<file path="config.mk">
export PLATFORM = sky130hd
export DESIGN_NAME = palindrome_scheduler_flat
export DESIGN_NICKNAME = d
export VERILOG_FILES = /design/src/rtl/palindrome_pkg.sv /design/src/rtl/palindrome_scheduler_if.sv /design/src/rtl/palindrome.sv /design/src/rtl/rr_arbiter.sv /design/src/rtl/palindrome_scheduler.sv /design/src/flat_wrapper.sv
export SDC_FILE = /design/constraint.sdc
export NUM_CORES = 1
export LEC_CHECK = 0
export ABC_AREA = 1
export BUFFER_PORTS_ARGS = -buffer_cell sky130_fd_sc_hd__buf_2
export CORE_AREA = 2 2 67 69
export DETAILED_ROUTE_END_ITERATION = 6
export DIE_AREA = 0 0 69 71
export PLACE_DENSITY = 0.76
export SYNTH_ARGS = -nofsm -noshare
export SYNTH_HDL_FRONTEND = slang
export SYNTH_SLANG_ARGS = --single-unit
</file>
<file path="constraint.sdc">
create_clock -name clk -period 2.23 [get_ports clk]
set_input_delay 0.446 -clock clk [delete_from_list [all_inputs] [get_ports clk]]
set_output_delay 0.446 -clock clk [all_outputs]
set_load 0.005 [all_outputs]
</file>
<file path="src/rtl/palindrome_pkg.sv">
// Shared types and width helpers for the palindrome scheduler slice.
package palindrome_pkg;

  typedef enum logic [1:0] {
    IDLE,
    CHECK,
    RESP
  } sched_state_t;

  localparam int DEFAULT_DATA_WIDTH = 8;

  // Requester index width; never narrower than one bit.
  function automatic int id_width(input int num_req);
    return (num_req <= 2) ? 1 : $clog2(num_req);
  endfunction

endpackage

</file>
<file path="src/rtl/palindrome_scheduler_if.sv">
// Request and response channels between requester front-ends, the scheduler and the consumer.
interface palindrome_scheduler_if
  import palindrome_pkg::*;
#(
  parameter int DATA_WIDTH = DEFAULT_DATA_WIDTH,
  parameter int NUM_REQ    = 4
);

  localparam int ID_W = id_width(NUM_REQ);

  logic [NUM_REQ-1:0]            req_valid;
  logic [NUM_REQ*DATA_WIDTH-1:0] req_data;
  logic [NUM_REQ-1:0]            req_ready;
  logic                          rsp_valid;
  logic                          rsp_ready;
  logic [ID_W-1:0]               rsp_id;
  logic [DATA_WIDTH-1:0]         rsp_data;
  logic                          rsp_detect;

  modport master (
    output req_valid, req_data, rsp_ready,
    input  req_ready, rsp_valid, rsp_id, rsp_data, rsp_detect
  );

  modport slave (
    input  req_valid, req_data, rsp_ready,
    output req_ready, rsp_valid, rsp_id, rsp_data, rsp_detect
  );

endinterface

</file>
<file path="src/rtl/palindrome.sv">
// Combinational palindrome checker: detection is high when the word equals its bit-reverse.
module palindrome #(
  parameter int DATA_WIDTH = 8
) (
  input  logic [DATA_WIDTH-1:0] data,
  output logic                  detection
);

  logic [DATA_WIDTH-1:0] reversed;

  always_comb begin
    reversed = '0;
    for (int i = 0; i < DATA_WIDTH; i++) begin
      reversed[i] = data[DATA_WIDTH-1-i];
    end
    detection = (data == reversed);
  end

endmodule

</file>
<file path="src/rtl/rr_arbiter.sv">
// Combinational round-robin arbiter; the caller owns the last_grant register.
module rr_arbiter
  import palindrome_pkg::*;
#(
  parameter int NUM_REQ = 4
) (
  input  logic [NUM_REQ-1:0]          req,
  input  logic [id_width(NUM_REQ)-1:0] last_grant,
  output logic [NUM_REQ-1:0]          gnt,
  output logic [id_width(NUM_REQ)-1:0] gnt_idx
);

  localparam int ID_W = id_width(NUM_REQ);

  logic found;

  // First pass covers indices above last_grant, second pass wraps around to the rest.
  always_comb begin
    gnt     = '0;
    gnt_idx = '0;
    found   = 1'b0;
    for (int i = 0; i < NUM_REQ; i++) begin
      if (!found && (ID_W'(i) > last_grant) && req[i]) begin
        found   = 1'b1;
        gnt[i]  = 1'b1;
        gnt_idx = ID_W'(i);
      end
    end
    for (int i = 0; i < NUM_REQ; i++) begin
      if (!found && (ID_W'(i) <= last_grant) && req[i]) begin
        found   = 1'b1;
        gnt[i]  = 1'b1;
        gnt_idx = ID_W'(i);
      end
    end
  end

endmodule

</file>
<file path="src/rtl/palindrome_scheduler.sv">
// Shares one palindrome checker among NUM_REQ requesters with round-robin arbitration
// and a valid/ready response channel; counts delivered palindromes with saturation.
module palindrome_scheduler
  import palindrome_pkg::*;
#(
  parameter int DATA_WIDTH = DEFAULT_DATA_WIDTH,
  parameter int NUM_REQ    = 4,
  parameter int CNT_WIDTH  = 16
) (
  input  logic                 clk,
  input  logic                 rst_n,
  palindrome_scheduler_if.slave bus,
  output logic [CNT_WIDTH-1:0] pal_count,
  output logic                 busy
);

  localparam int ID_W = id_width(NUM_REQ);

  sched_state_t          state;
  logic [DATA_WIDTH-1:0] word_q;
  logic [ID_W-1:0]       id_q;
  logic [ID_W-1:0]       last_grant;
  logic                  det_q;
  logic                  rsp_valid_q;
  logic [NUM_REQ-1:0]    gnt;
  logic [ID_W-1:0]       gnt_idx;
  logic [DATA_WIDTH-1:0] sel_word;
  logic                  detection;

  rr_arbiter #(.NUM_REQ(NUM_REQ)) u_arb (
    .req        (bus.req_valid),
    .last_grant (last_grant),
    .gnt        (gnt),
    .gnt_idx    (gnt_idx)
  );

  palindrome #(.DATA_WIDTH(DATA_WIDTH)) u_pal (
    .data      (word_q),
    .detection (detection)
  );

  always_comb begin
    sel_word = '0;
    for (int i = 0; i < NUM_REQ; i++) begin
      if (gnt[i]) begin
        sel_word = bus.req_data[i*DATA_WIDTH +: DATA_WIDTH];
      end
    end
  end

  // Gating with rst_n keeps the accept strobe quiet while reset is held.
  assign bus.req_ready  = (rst_n && (state == IDLE)) ? gnt : '0;
  assign bus.rsp_valid  = rsp_valid_q;
  assign bus.rsp_id     = id_q;
  assign bus.rsp_data   = word_q;
  assign bus.rsp_detect = det_q;
  assign busy           = (state != IDLE);

  always_ff @(posedge clk or negedge rst_n) begin
    if (!rst_n) begin
      state       <= IDLE;
      word_q      <= '0;
      id_q        <= '0;
      det_q       <= 1'b0;
      rsp_valid_q <= 1'b0;
      last_grant  <= ID_W'(NUM_REQ - 1);
      pal_count   <= '0;
    end else begin
      case (state)
        IDLE: begin
          if (|bus.req_valid) begin
            word_q <= sel_word;
            id_q   <= gnt_idx;
            state  <= CHECK;
          end
        end
        CHECK: begin
          det_q       <= detection;
          rsp_valid_q <= 1'b1;
          state       <= RESP;
        end
        RESP: begin
          if (bus.rsp_ready) begin
            rsp_valid_q <= 1'b0;
            last_grant  <= id_q;
            state       <= IDLE;
            if (det_q && (pal_count != {CNT_WIDTH{1'b1}})) begin
              pal_count <= pal_count + 1'b1;
            end
          end
        end
        default: begin
          state <= IDLE;
        end
      endcase
    end
  end

endmodule

</file>
<file path="src/flat_wrapper.sv">
// flat-port wrapper written by rule: the top's interface ports become plain ports
module palindrome_scheduler_flat import palindrome_pkg::*;
#(
  parameter int DATA_WIDTH = DEFAULT_DATA_WIDTH,
  parameter int NUM_REQ    = 4,
  parameter int CNT_WIDTH  = 16
)
  (clk, rst_n, pal_count, busy, bus_req_valid, bus_req_data, bus_rsp_ready, bus_req_ready, bus_rsp_valid, bus_rsp_id, bus_rsp_data, bus_rsp_detect);
  palindrome_scheduler_if #(.DATA_WIDTH(DATA_WIDTH), .NUM_REQ(NUM_REQ)) bus_i ();
  input  logic clk;
  input  logic rst_n;
  output logic [CNT_WIDTH-1:0] pal_count;
  output logic busy;
  input wire logic [$bits(bus_i.req_valid)-1:0] bus_req_valid;
  input wire logic [$bits(bus_i.req_data)-1:0] bus_req_data;
  input wire logic [$bits(bus_i.rsp_ready)-1:0] bus_rsp_ready;
  output wire logic [$bits(bus_i.req_ready)-1:0] bus_req_ready;
  output wire logic [$bits(bus_i.rsp_valid)-1:0] bus_rsp_valid;
  output wire logic [$bits(bus_i.rsp_id)-1:0] bus_rsp_id;
  output wire logic [$bits(bus_i.rsp_data)-1:0] bus_rsp_data;
  output wire logic [$bits(bus_i.rsp_detect)-1:0] bus_rsp_detect;
  assign bus_i.req_valid = bus_req_valid;
  assign bus_i.req_data = bus_req_data;
  assign bus_i.rsp_ready = bus_rsp_ready;
  assign bus_req_ready = bus_i.req_ready;
  assign bus_rsp_valid = bus_i.rsp_valid;
  assign bus_rsp_id = bus_i.rsp_id;
  assign bus_rsp_data = bus_i.rsp_data;
  assign bus_rsp_detect = bus_i.rsp_detect;
  palindrome_scheduler #(.DATA_WIDTH(DATA_WIDTH), .NUM_REQ(NUM_REQ), .CNT_WIDTH(CNT_WIDTH)) u_core (.clk(clk), .rst_n(rst_n), .bus(bus_i), .pal_count(pal_count), .busy(busy));
endmodule
</file>
# Yosys cells after proc, flatten, opt, wreduce, memory -nomap -nowiden
# Cells that the tools add are included.
[word_totals] ff_bits=32 latch_bits=0 mem_bits_rw=0 rom_bits=0 n_memories=0
[classes] addsub=1 multipliers=0 div_mod_pow=0 order_cmp=8 eq_ne=6 shift=0 mux=31 bitwise=0 n_reduce_logical=33
[op_table] op="$mux W8" n=4
[op_table] op="$logic_and A1 B1 Y1" n=17
[op_table] op="$add A16 B1 Y16 const B" n=1
[op_table] op="$mux W1" n=16
[op_table] op="$mux W2" n=8
[op_table] op="$ne A16 B16 Y1 const B" n=1
[op_table] op="$eq A8 B8 Y1" n=1
[op_table] op="$reduce_and A2 Y1" n=4
[op_table] op="$logic_not A1 Y1" n=7
[op_table] op="$pmux W2 S3" n=1
[op_table] op="$gt A1 B2 Y1 const A" n=2
[op_table] op="$gt A2 B2 Y1 const A" n=2
[op_table] op="$le A1 B2 Y1 const A" n=2
[op_table] op="$le A2 B2 Y1 const A" n=2
[op_table] op="$mux W4" n=1
[op_table] op="$ne A2 B2 Y1 const B" n=2
[op_table] op="$reduce_bool A2 Y1" n=2
[op_table] op="$reduce_or A4 Y1" n=1
[op_table] op="$reduce_and A3 Y1" n=1
[op_table] op="$eq A2 B1 Y1 const B" n=1
[op_table] op="$eq A2 B2 Y1 const B" n=1
[op_table] op="$logic_not A2 Y1" n=1
[op_table] op="$pmux W1 S2" n=1

# Longest topological paths before layout
[logic_depth] depth_word=32 mapped_depth=11

# Hierarchy
# Synthesis repeated with hierarchy kept, for this count alone.
[hier_totals] hier_cells=309 area_unflattened_um2=2074.5
[by_module_without_submodules] mod="palindrome_scheduler" instances=1 cells_per_inst=260 area_per_inst_um2=1839.3
[by_module_without_submodules] mod="rr_arbiter" instances=1 cells_per_inst=34 area_per_inst_um2=168.9
[by_module_without_submodules] mod="palindrome" instances=1 cells_per_inst=15 area_per_inst_um2=66.3

# Worst setup path before layout
# No wires, ideal clock.
[synth_timing] path_kind="flip-flop to output port" from="register u_core.last_grant[1]" to="output port bus_req_ready[1]" arrival_time_ns=1.316 slack_ns=0.468 stages_incl_launch_ff=8 path_cell_list="dfstp_2 > nand2_2 > nand2_2 > nand3_2 > nor2_4 > nand2_2 > buf_6 > a21oi_1"
[synth_via] elab_chain_len=24 elab_cells_between_ends=30 classes_between="6 x order compare; 8 x mux; 16 x reduce/logical"
[synth_lines] element="from (decl)" line="palindrome_scheduler.sv:22" source="logic [ID_W-1:0] last_grant;"
[synth_lines] element="from (signal assigned)" line="palindrome_scheduler.sv:66" source="last_grant <= ID_W'(NUM_REQ - 1);"
[synth_lines] element="from (signal assigned)" line="palindrome_scheduler.sv:85" source="last_grant <= id_q;"
[synth_lines] element="$gt A1 B2 Y1" line="rr_arbiter.sv:23" source="if (!found && (ID_W'(i) > last_grant) && req[i]) begin"
[synth_lines] element="$logic_and A1 B1 Y1" line="rr_arbiter.sv:23"
[synth_lines] element="$mux W1" line="rr_arbiter.sv:23"
[synth_lines] element="$logic_not A1 Y1" line="rr_arbiter.sv:23"
[synth_lines] element="$logic_and A1 B1 Y1 (2 in series)" line="rr_arbiter.sv:23"
[synth_lines] element="$mux W1" line="rr_arbiter.sv:23"
[synth_lines] element="$logic_not A1 Y1" line="rr_arbiter.sv:23"
[synth_lines] element="$logic_and A1 B1 Y1 (2 in series)" line="rr_arbiter.sv:23"
[synth_lines] element="(+4 left out)"
[synth_lines] element="$mux W1" line="rr_arbiter.sv:23"
[synth_lines] element="$logic_not A1 Y1" line="rr_arbiter.sv:30" source="if (!found && (ID_W'(i) <= last_grant) && req[i]) begin"
[synth_lines] element="$logic_and A1 B1 Y1 (2 in series)" line="rr_arbiter.sv:30"
[synth_lines] element="$mux W1" line="rr_arbiter.sv:30"
[synth_lines] element="$logic_not A1 Y1" line="rr_arbiter.sv:30"
[synth_lines] element="$logic_and A1 B1 Y1 (2 in series)" line="rr_arbiter.sv:30"
[synth_lines] element="$mux W1 (*)" line="rr_arbiter.sv:30"
[synth_lines] element="$mux W4 (*)" line="palindrome_scheduler.sv:52" source="assign bus.req_ready = (rst_n && (state == IDLE)) ? gnt : '0;"
[synth_lines] element="to (decl)" line="flat_wrapper.sv:17" source="output wire logic [$bits(bus_i.req_ready)-1:0] bus_req_ready;"
# Mark *: on every way between the ends. The rest lies on a longest branch, timed or not.

# Worst setup path after layout
[layout_timing] from="register u_core.last_grant[1]" to="output port bus_req_ready[2]"
[layout_via] elab_chain_len=28 elab_cells_between_ends=35 classes_between="7 x order compare; 9 x mux; 19 x reduce/logical"
[layout_lines] element="$gt A1 B2 Y1" line="rr_arbiter.sv:23"
[layout_lines] element="$logic_and A1 B1 Y1" line="rr_arbiter.sv:23"
[layout_lines] element="$mux W1" line="rr_arbiter.sv:23"
[layout_lines] element="$logic_not A1 Y1" line="rr_arbiter.sv:23"
[layout_lines] element="$logic_and A1 B1 Y1 (2 in series)" line="rr_arbiter.sv:23"
[layout_lines] element="$mux W1" line="rr_arbiter.sv:23"
[layout_lines] element="$logic_not A1 Y1" line="rr_arbiter.sv:23"
[layout_lines] element="$logic_and A1 B1 Y1 (2 in series)" line="rr_arbiter.sv:23"
[layout_lines] element="(+8 left out)"
[layout_lines] element="$mux W1" line="rr_arbiter.sv:30"
[layout_lines] element="$logic_not A1 Y1" line="rr_arbiter.sv:30"
[layout_lines] element="$logic_and A1 B1 Y1 (2 in series)" line="rr_arbiter.sv:30"
[layout_lines] element="$mux W1" line="rr_arbiter.sv:30"
[layout_lines] element="$logic_not A1 Y1" line="rr_arbiter.sv:30"
[layout_lines] element="$logic_and A1 B1 Y1 (2 in series)" line="rr_arbiter.sv:30"
[layout_lines] element="$mux W1 (*)" line="rr_arbiter.sv:30"
[layout_lines] element="$mux W4 (*)" line="palindrome_scheduler.sv:52"
# Marks and branches as above.

==> impl_metrics.yaml <==
outcome:
  outcome: "completed"
sta:
  setup_violations: 0
  finalMaxSlewViolations: 0
  finalCritPeriodShare: 0.9870
  worstMarginPinSlew_ns: 0.6813
  skew_ns: 0.01164
  rsz0062_at_grt: "true"
  hold_violations: 0
  finalSetupTns_ns: 0
  timing.hold.ws_ns: 0.1993
  max_slew_margin: 0.5453
  fin_ws_ns: 0.02910
  period_needed_ns: 2.201
  max_clock_freq_mhz: 454.4
yosys:
  yosysWarnings: 0
  netlist_area_sq_mm: 0.002046
  ys_seq_elements: 32
  syn_avg_cell_area_sq_um: 6.982
  yosysSeqAreaShare: 0.3927
  ys_types: 28
  postSynthCellCount: 293
  syn_nets: 333
grt:
  grt_pass1_vias: 1980
  grt_use_total: 0.2075
  antenna_found_initial: 0
  grt_max_degree: 33
  grt_pass1_wl_mm: 8.300
  grt-ovfl-total: 0
drt:
  via_per_inst: 5.002
  antenna_left: 0
  drc_errors: 0
  firstDrtPassIters: 4
  drt_iter0_drc: 181
  vias: 2121
  routed_wl_mm: 4.948
  wl_per_cell_microns: 11.67
place:
  dp.cells: 414
  placed_cell_area_sq_mm: 0.002462
  gp_congestion: 0.9246
  place_hpwl_mm: 3.834
  place_ws_ns: 0.2875
  portBuffers: 71
cells_and_area:
  finalNonFillerCells: 424
  drive_gt1_frac: 0.2769
  final_nets: 411
  final_cell_mix: "nand2_1 (104), buf_2 (71), nor2_1 (37)"
  fill_cells: 410
  multiInputGateArea_sq_mm: 0.001127
  syn_to_final_growth_pct: 26.42
  stdcell_area_sq_mm: 0.002586
  layout_commonest_cell: "nand2_1"
  seq_area_sq_um: 803.3
  fin_util: 0.6152
  diodes: 0
power:
  p_leak_nw: 1.379
  power_mw: 2.576
  pwr-share-clk: 0.164
  comb_power_share: 0.466
  cellPowerDensity_mw_per_mm2: 996.0
  net-switching-power_mw: 1.085
  seq_power_share: 0.371
  internal-power_mw: 1.491
  irDropWorstVdd_mv: 0.5232
  p_sw_frac: 0.4213
worst_setup_path:
  worstReg2RegEnd: "u_core.pal_count[3]$_DFFE_PN0P_"
  r2r_setup_slack_ns: 0.30
  path_buf_inv: 1
  path_cells: "nand2_2 -> nand2_4 -> nand3_2 -> nor2_4 -> nand3b_1 -> a21oi_1 -> buf_2"
  arrival_ns: 1.75
  worstPathRequired_ns: 1.78
  worst_setup_path_end_kind: "output pin"
  max_stage_delay_ns: 0.59
  cpLargestDelayFamily: "simple AND/OR/NAND/NOR gates"
  crit_path_max_fanout: 6
  r2r-start: "u_core.pal_count[0]$_DFFE_PN0P_"
  critPathLaunchType: "flop"
  ff2ff_path_depth: 10
  crit_type: "flop to output pin"
  slowest_stage: "dfstp_2"
clock_network:
  clock_sinks: 32
  clkLatencyLatePin_ns: 0.28
  cts_inserted_buffers: 5
  clockBufferDepth: 2
  cts_tree: "yes"
  cts.clk_slew.worst_paths_ns: 0.07
  ctsHoldBuffers: 0
  cts_root_buf: "clkbuf_8"
  htree_num_levels: 2
worst_hold_path:
  hold_class: "primary input to asynchronous set/reset pin"
floorplan:
  die_x_microns: 69
  initial_core_util: 0.4866
  core_area_sq_mm: 0.004204
  die_y_microns: 71
  pin_count: 72
  die_area_sq_mm: 0.004899
  rows: 24
flow_run:
  cap_viol_max_count: 0
[worst register-to-register path: cells and delay by family (launching register included)]
| kind | cells | cell delay [ns] |
|---|---|---|
| adder cells (fa/ha/maj) | 1 | 0.23 |
| AND/OR/NAND/NOR | 6 | 0.80 |
| buffers and inverters | 2 | 0.23 |
| XOR/XNOR | 1 | 0.16 |
| flip-flops | 1 | 0.43 |
[cells by family (layout without fill, tap and decap cells)]
kind of cell,Yosys count,after routing,synth area share
AOI/OAI and AO/OA,15,15,0.03853
xor gates and xnor gates,19,19,0.08135
adders and majority gates,1,1,0.006115
buffers and inverters,35,114,0.06972
DFF,32,32,0.3927
and+or+nand+nor,191,191,0.4116
[power groups by stage]
| stage | registers [mW] | logic [mW] | clock network [mW] |
|---|---|---|---|
| 2_1_floorplan | 0.948 | 0.769 | 0 |
| 3_3_place_gp | 0.952 | 1.14 | 0 |
| 3_5_place_dp | 0.959 | 1.17 | 0 |
| 4_1_cts | 0.951 | 1.17 | 0.430 |
| 5_1_grt | 0.979 | 1.36 | 0.457 |
| 6_report | 0.955 | 1.20 | 0.421 |
[state kept, by name (all words and copies together), names as in the netlist]
name	cells
u_core.bus.rsp_data	8
u_core.bus.rsp_detect	1
u_core.bus.rsp_id	2
u_core.bus.rsp_valid	1
u_core.last_grant	2
u_core.pal_count	16
u_core.state	2
[repair_timing]
action,4_1_cts,5_1_grt
setup buffers,0,2
hold endpoints to repair,0,0
resized for setup,0,7
setup endpoints to repair,0,3
[worst max-delay path by stage]
| stage | startpoint | endpoint | slack [ns] | cells after the start |
|---|---|---|---|---|
| 2_1_floorplan | u_core.last_grant[1]$_DFFE_PN1P_ | bus_req_ready[1] | 0.47 | 7 |
| 3_3_place_gp | u_core.pal_count[0]$_DFFE_PN0P_ | u_core.pal_count[3]$_DFFE_PN0P_ | 0.36 | 10 |
| 3_5_place_dp | u_core.pal_count[0]$_DFFE_PN0P_ | u_core.pal_count[3]$_DFFE_PN0P_ | 0.29 | 10 |
| 4_1_cts | u_core.last_grant[1]$_DFFE_PN1P_ | bus_req_ready[1] | 0.003 | 7 |
| 5_1_grt | u_core.last_grant[1]$_DFFE_PN1P_ | bus_req_ready[2] | -0.06 | 7 |
| 6_report | u_core.last_grant[1]$_DFFE_PN1P_ | bus_req_ready[2] | 0.03 | 7 |
[cells in the mapped netlist]
cell type  number  area (sq um)
nor2_1         38         142.6
nand2_2         6         37.54
nor3b_1         1         7.510
ha_1            1         12.51
nand4_2         1         12.51
inv_1          28         105.1
buf_2           3         15.01
o21ai_0         9         45.04
nand2_1       105         394.1
xor2_1          5         43.79
nand3_2         2         20.02
nand3_1        16         80.08
clkbuf_1        2         7.510
a21oi_2         1         8.760
nor2_4          1         11.26
o21ai_1         2         10.01
dfrtp_1        30         750.7
nor3_2          2         20.02
nand4_1        11         68.82
buf_6           1         11.26
dfstp_2         2         52.55
a21oi_1         3         15.01
nor4_1          1         6.260
nor3_1          4         20.02
xnor2_1        14         122.6
inv_2           1         3.750
nor2_2          1         6.260
nand3b_1        2         15.01
[area by class of cell]
type	count	area share
tap	52	0.02516
clock buffer	7	0.02951
multi-input combinational	226	0.4359
clock inverter	1	0.001935
timing repair buffer	77	0.1548
inverter	29	0.04209
sequential	32	0.3106
[per-layer routing]
layer,routed length [microns],share of wire,GRT usage,vias up
li1,-,-,-,1084
met1,2247,0.45,0.2649,963
met2,2343,0.47,0.3408,65
met3,280,0.057,0.05556,9
met4,77,0.016,0.07625,0
met5,0,0,0,-
Note: power is estimated with default switching activity, not from simulation.
